`src/rtl/frame_update_scheduler.sv`:
```
// Per-frame sprite update sequencer: detects vblank start, divides the frame
// rate and strobes each object once, in order, while the beam is off-screen.
module frame_update_scheduler #(
  parameter int V_ACTIVE  = 480,
  parameter int NUM_OBJ   = 3,
  parameter int IDX_W     = 2,
  parameter int FRAME_DIV = 1
) (
  input  logic               CLOCK,
  input  logic               RESET,
  input  logic [10:0]        yPixel,
  input  logic               enable,
  input  logic [3:0]         wasd,
  input  logic [3:0]         arrows,
  output logic [NUM_OBJ-1:0] upd_strobe,
  output logic [IDX_W-1:0]   upd_idx,
  output logic [3:0]         upd_dir,
  output logic               seq_busy,
  output logic               frame_tick,
  output logic [15:0]        frame_count,
  output logic               overrun
);

  typedef enum logic [1:0] {IDLE, LATCH, STEP, DONE} state_t;

  localparam logic [3:0]       DIV_LAST  = 4'(FRAME_DIV - 1);
  localparam logic [IDX_W-1:0] IDX_LAST  = IDX_W'(NUM_OBJ - 1);
  localparam logic [IDX_W-1:0] IDX_ONE   = IDX_W'(1);
  localparam logic [NUM_OBJ-1:0] STROBE0 = NUM_OBJ'(1);

  state_t           state;
  logic [IDX_W-1:0] idx;
  logic [3:0]       divCnt;
  logic [3:0]       wasdLatch;
  logic [3:0]       arrowsLatch;
  logic             prevVb;
  logic             vb;
  logic             vblankStart;
  logic             seqStart;

  assign vb          = (yPixel >= 11'(V_ACTIVE));
  assign vblankStart = vb & ~prevVb;
  assign seqStart    = vblankStart && (divCnt == DIV_LAST) && enable && (state == IDLE);

  // Pressing both opposite directions cancels that axis entirely.
  function automatic logic [3:0] cancelOpposite(input logic [3:0] d);
    logic [3:0] r;
    r = d;
    if (d[0] && d[2]) begin
      r[0] = 1'b0;
      r[2] = 1'b0;
    end
    if (d[1] && d[3]) begin
      r[1] = 1'b0;
      r[3] = 1'b0;
    end
    return r;
  endfunction

  // Object 1 is player-one (wasd), object 2 player-two (arrows), rest autonomous.
  function automatic logic [3:0] dirFor(input logic [IDX_W-1:0] i,
                                        input logic [3:0] w,
                                        input logic [3:0] a);
    logic [3:0] r;
    r = 4'b0000;
    if (32'(i) == 32'd1) r = w;
    else if (32'(i) == 32'd2) r = a;
    return r;
  endfunction

  always_ff @(posedge CLOCK or posedge RESET) begin
    if (RESET) begin
      state       <= IDLE;
      idx         <= '0;
      divCnt      <= 4'd0;
      wasdLatch   <= 4'd0;
      arrowsLatch <= 4'd0;
      prevVb      <= 1'b1;
      upd_strobe  <= '0;
      upd_idx     <= '0;
      upd_dir     <= 4'd0;
      seq_busy    <= 1'b0;
      frame_tick  <= 1'b0;
      frame_count <= 16'd0;
      overrun     <= 1'b0;
    end else begin
      prevVb     <= vb;
      frame_tick <= vblankStart;

      // Frame accounting keeps running even if a glitch lands mid-sequence.
      if (vblankStart) begin
        frame_count <= frame_count + 16'd1;
        if (divCnt == DIV_LAST) divCnt <= 4'd0;
        else                    divCnt <= divCnt + 4'd1;
      end

      case (state)
        IDLE: begin
          if (seqStart) begin
            state    <= LATCH;
            seq_busy <= 1'b1;
          end
        end
        LATCH: begin
          wasdLatch   <= cancelOpposite(wasd);
          arrowsLatch <= cancelOpposite(arrows);
          idx         <= '0;
          state       <= STEP;
          upd_strobe  <= STROBE0;
          upd_idx     <= '0;
          upd_dir     <= dirFor('0, cancelOpposite(wasd), cancelOpposite(arrows));
        end
        STEP: begin
          if (!vb) begin
            // Beam is back on-screen: drop the rest rather than tear.
            overrun    <= 1'b1;
            state      <= IDLE;
            idx        <= '0;
            upd_strobe <= '0;
            upd_idx    <= '0;
            upd_dir    <= 4'd0;
            seq_busy   <= 1'b0;
          end else if (idx == IDX_LAST) begin
            state      <= DONE;
            idx        <= '0;
            upd_strobe <= '0;
            upd_idx    <= '0;
            upd_dir    <= 4'd0;
          end else begin
            idx        <= idx + IDX_ONE;
            upd_strobe <= upd_strobe << 1;
            upd_idx    <= idx + IDX_ONE;
            upd_dir    <= dirFor(idx + IDX_ONE, wasdLatch, arrowsLatch);
          end
        end
        DONE: begin
          state    <= IDLE;
          seq_busy <= 1'b0;
        end
        default: begin
          state      <= IDLE;
          upd_strobe <= '0;
          upd_idx    <= '0;
          upd_dir    <= 4'd0;
          seq_busy   <= 1'b0;
        end
      endcase
    end
  end

endmodule

```
`config.mk`:
```
export PLATFORM = sky130hd
export DESIGN_NAME = frame_update_scheduler
export DESIGN_NICKNAME = d
export VERILOG_FILES = /design/src/rtl/frame_update_scheduler.sv
export SDC_FILE = /design/constraint.sdc
export NUM_CORES = 1
export LEC_CHECK = 0
export ABC_AREA = 1
export BUFFER_PORTS_ARGS = -buffer_cell sky130_fd_sc_hd__buf_4
export CORE_MARGIN = 1
export CORE_UTILIZATION = 40
export DETAILED_ROUTE_END_ITERATION = 7
export PLACE_DENSITY_LB_ADDON = 0.12
export SLEW_MARGIN = 20
export SYNTH_ARGS = -nofsm -noshare
export SYNTH_HDL_FRONTEND = slang
export SYNTH_SLANG_ARGS = --single-unit
```
`constraint.sdc`:
```
create_clock -name CLOCK -period 1.6 [get_ports CLOCK]
set_clock_uncertainty 0.15 [all_clocks]
set_input_delay 0.08 -clock CLOCK [delete_from_list [all_inputs] [get_ports CLOCK]]
set_output_delay 0.08 -clock CLOCK [all_outputs]
set_load 0.005 [all_outputs]
```
==> results_dict.tcl <==
set metrics [dict create \
    vias 1811 \
    grt_pass1_wl_um 7490 \
    arrival_ps 1560 \
    cp.buffers_inverters 2 \
    p_per_area_nw_per_um2 1480 \
    drv_slew 0 \
    cts_tree "built" \
    core_area_sq_um 5170 \
    end_kind "register" \
    cts.clk_slew.worst_paths_ps 80 \
    synth-compound-area-share_pct 8.46 \
    synth.net_count 272 \
    yosys.area_share.adder_pct 4.03 \
    clk_latency_ps 290 \
    synth_edf_count 0 \
    dieWidth_um 75.7 \
    drt_iter0_drc 60 \
    fin_ws_ps 75.0 \
    peakVddDrop_mv 0.748 \
    synth_top_family_by_area "simple AND/OR/NAND/NOR gates" \
    place_ws_ps 28.5 \
    cap_viol_max_count 0 \
    drcViolationCount 0 \
    finalSetupViolations 0 \
    ys_seq_elements 43 \
    synth_xor_area_share_pct 6.39 \
    start_util_pct 42.0 \
    muxShareOfSynthArea_pct 0 \
    first_pass_iters 4 \
    period_needed_ps 1530 \
    synth.avg_cell_area_sq_um 8.95 \
    core.rowCount 26 \
    tightest_slew_ps 282 \
    die_h_um 75.7 \
    synth_ff_type "dfrtp_1" \
    grt_overflow 0 \
    relSlewSlack_pct 81.2 \
    fmax_mhz 656 \
    final_util_pct 57.5 \
    yosys.area_share.simple_pct 24.6 \
    critPathTopFamily "simple AND/OR/NAND/NOR gates" \
    period_share_pct 95.3 \
    status "finished, final reports clean" \
    drive_gt1_share_pct 30.9 \
    grt.total_usage_pct 17.5 \
    yosysUniqueCellTypes 32 \
    n_antenna_cell 0 \
    cts.path.max_buffers 2 \
    synth_most_common_cell "nand2_1" \
    p_leak_nw 1.48 \
    drt-total-wl_um 4570 \
    synth_area_sq_um 2170 \
    yosys.area.top_type "dfrtp_1" \
    viasPerCell 4.64 \
    nFillCells 479 \
    ys_top_cells_by_count "nand2_1, dfrtp_1, inv_1" \
    die-area_sq_um 5740 \
    clkSinkCount 43 \
    min_path_type "input port to register" \
    antenna_found_initial 0 \
    place_congestion 0.806 \
    synth_area_leaders "dfrtp_1, nand2_1, inv_1, ha_1, xor2_1" \
    ios 50 \
    wl_per_cell_um 11.7 \
    critPathSlowestCell "dfrtp_1" \
    ys_seq_area_share_pct 49.5 \
    grt_max_degree 44 \
    slowest_delay_ps 400 \
    antenna_left 0 \
    htree_num_levels 2 \
    grt_pass1_vias 1717 \
    rsz0062_at_grt "true" \
    postSynthCellCount 243 \
    ys_warn_count 0 \
    synth_top_area_share_pct 48.3 \
    finalNetCount 348 \
    cts_made_buffers 5 \
    path_max_fanout 4 \
    async_flop_share_pct 100 \
    io_buffers 44 \
    path_class "register to register" \
    crit_required_ps 1640 \
    cts.root.buffer_cell "clkbuf_8" \
    cp-start-kind "register" \
    hold_violations 0 \
    areaGrowthSynthToFinish_pct 36.9 \
    dp_hpwl_um 3290 \
    crit_chain "inv_2 > ha_4 > inv_2 > nor3_4 > nand4_1 > nand2_2 > nand3_2 > nand2_1 > nand2_1" \
]
-- through the flow --
| step | cells | hold WS, ps | instance area (sq um) | power (mW) | TNS (ps) |
|---|---|---|---|---|---|
| 2_1_floorplan | 243 | 25.8 | 2170 | 2.64 | 0 |
| 3_3_place_gp | 367 | -9.05 | 2680 | 3.37 | 0 |
| 3_5_place_dp | 367 | -6.67 | 2680 | 3.41 | 0 |
| 4_1_cts | 385 | 120 | 2880 | 4.20 | 0 |
| 5_1_grt | 390 | 127 | 2980 | 4.80 | -37.9 |
| 6_report | 390 | 114 | 2980 | 4.42 | 0 |
-- cells in the final DEF (no fill, tap or decap), types with 6 or more instances in the layout --
master,synthesis,layout
nor2_1,14,13
xor2_1,10,10
nand3_1,16,15
nand4_1,11,11
nand2_2,4,6
o21ai_0,12,12
nand2_1,59,57
dlygate4sd3_1,0,10
dfrtp_1,42,41
buf_4,1,63
clkbuf_8,0,7
inv_1,28,24
-- registers in the layout, indices dropped and copies added (netlist names) --
signal and cells:
arrowsLatch 4, seq_busy 1, frame_tick 1, prevVb 1, state 2, frame_count 16
upd_dir 4, divCnt 4, upd_strobe 3, idx 2, overrun 1, wasdLatch 4
-- logic make-up after synthesis --
| kind of cell | after synthesis |
|---|---|
| and+or+nand+nor | 115 |
| DFF | 43 |
| buffers and inverters | 35 |
| AOI/OAI and AO/OA | 28 |
| xor gates and xnor gates | 15 |
| adders and majority gates | 7 |
-- worst register-to-register path, cell delays in order, from the launching register on --
cell and delay [ps]:
dfrtp_1 400, inv_2 80, ha_4 130, inv_2 40, nor3_4 170, nand4_1 130
nand2_2 140, nand3_2 80, nand2_1 50, nand2_1 50
-- power breakdown --
group	switching (mW)	total [mW]	internal, mW
Clock	0.362	0.757	0.394
Sequential	0.276	1.71	1.43
Combinational	0.985	1.95	0.970
Total	1.62	4.42	2.80
-- area by class of cell --
| type | count | area (sq um) | area share [%] |
|---|---|---|---|
| multi-input combinational | 165 | 1000 | 33.8 |
| tap | 70 | 87.6 | 2.94 |
| inverter | 30 | 113 | 3.78 |
| timing repair buffer | 74 | 593 | 19.9 |
| sequential | 43 | 1080 | 36.2 |
| clock buffer | 8 | 100 | 3.36 |
-- timing repair --
item,4_1_cts,5_1_grt
buffers inserted,0,5
endpoints found under the setup margin,0,13
resized for setup,0,16
hold buffers,10,0
hold endpoints to repair,53,0
-- per-layer routing --
| metal | vias up | track usage, % | wire length [um] |
|---|---|---|---|
| li1 | 941 | - | - |
| met1 | 832 | 21.2 | 2040 |
| met2 | 33 | 31.6 | 2360 |
| met3 | 5 | 3.04 | 124 |
| met4 | 0 | 5.56 | 47 |
| met5 | - | 0 | 0 |
-- path summary, 6_finish.rpt --
kind / cells past startpoint / slack [ps] / start / to
hold reg to reg: 2 / 340 / arrowsLatch[2]$_DFFE_PP0N_ / arrowsLatch[2]$_DFFE_PP0N_
setup / recovery: 9 / 70 / divCnt[0]$_DFFE_PP0N_ / seq_busy$_DFFE_PP0P_
min in group asynchronous: 4 / 230 / RESET / arrowsLatch[2]$_DFFE_PP0N_
max in group asynchronous: 4 / 810 / RESET / prevVb$_DFF_PP1_
hold / removal: 5 / 110 / enable / seq_busy$_DFFE_PP0P_
setup reg to reg: 9 / 70 / divCnt[0]$_DFFE_PP0N_ / seq_busy$_DFFE_PP0P_
(Power assumes the default switching activity.)
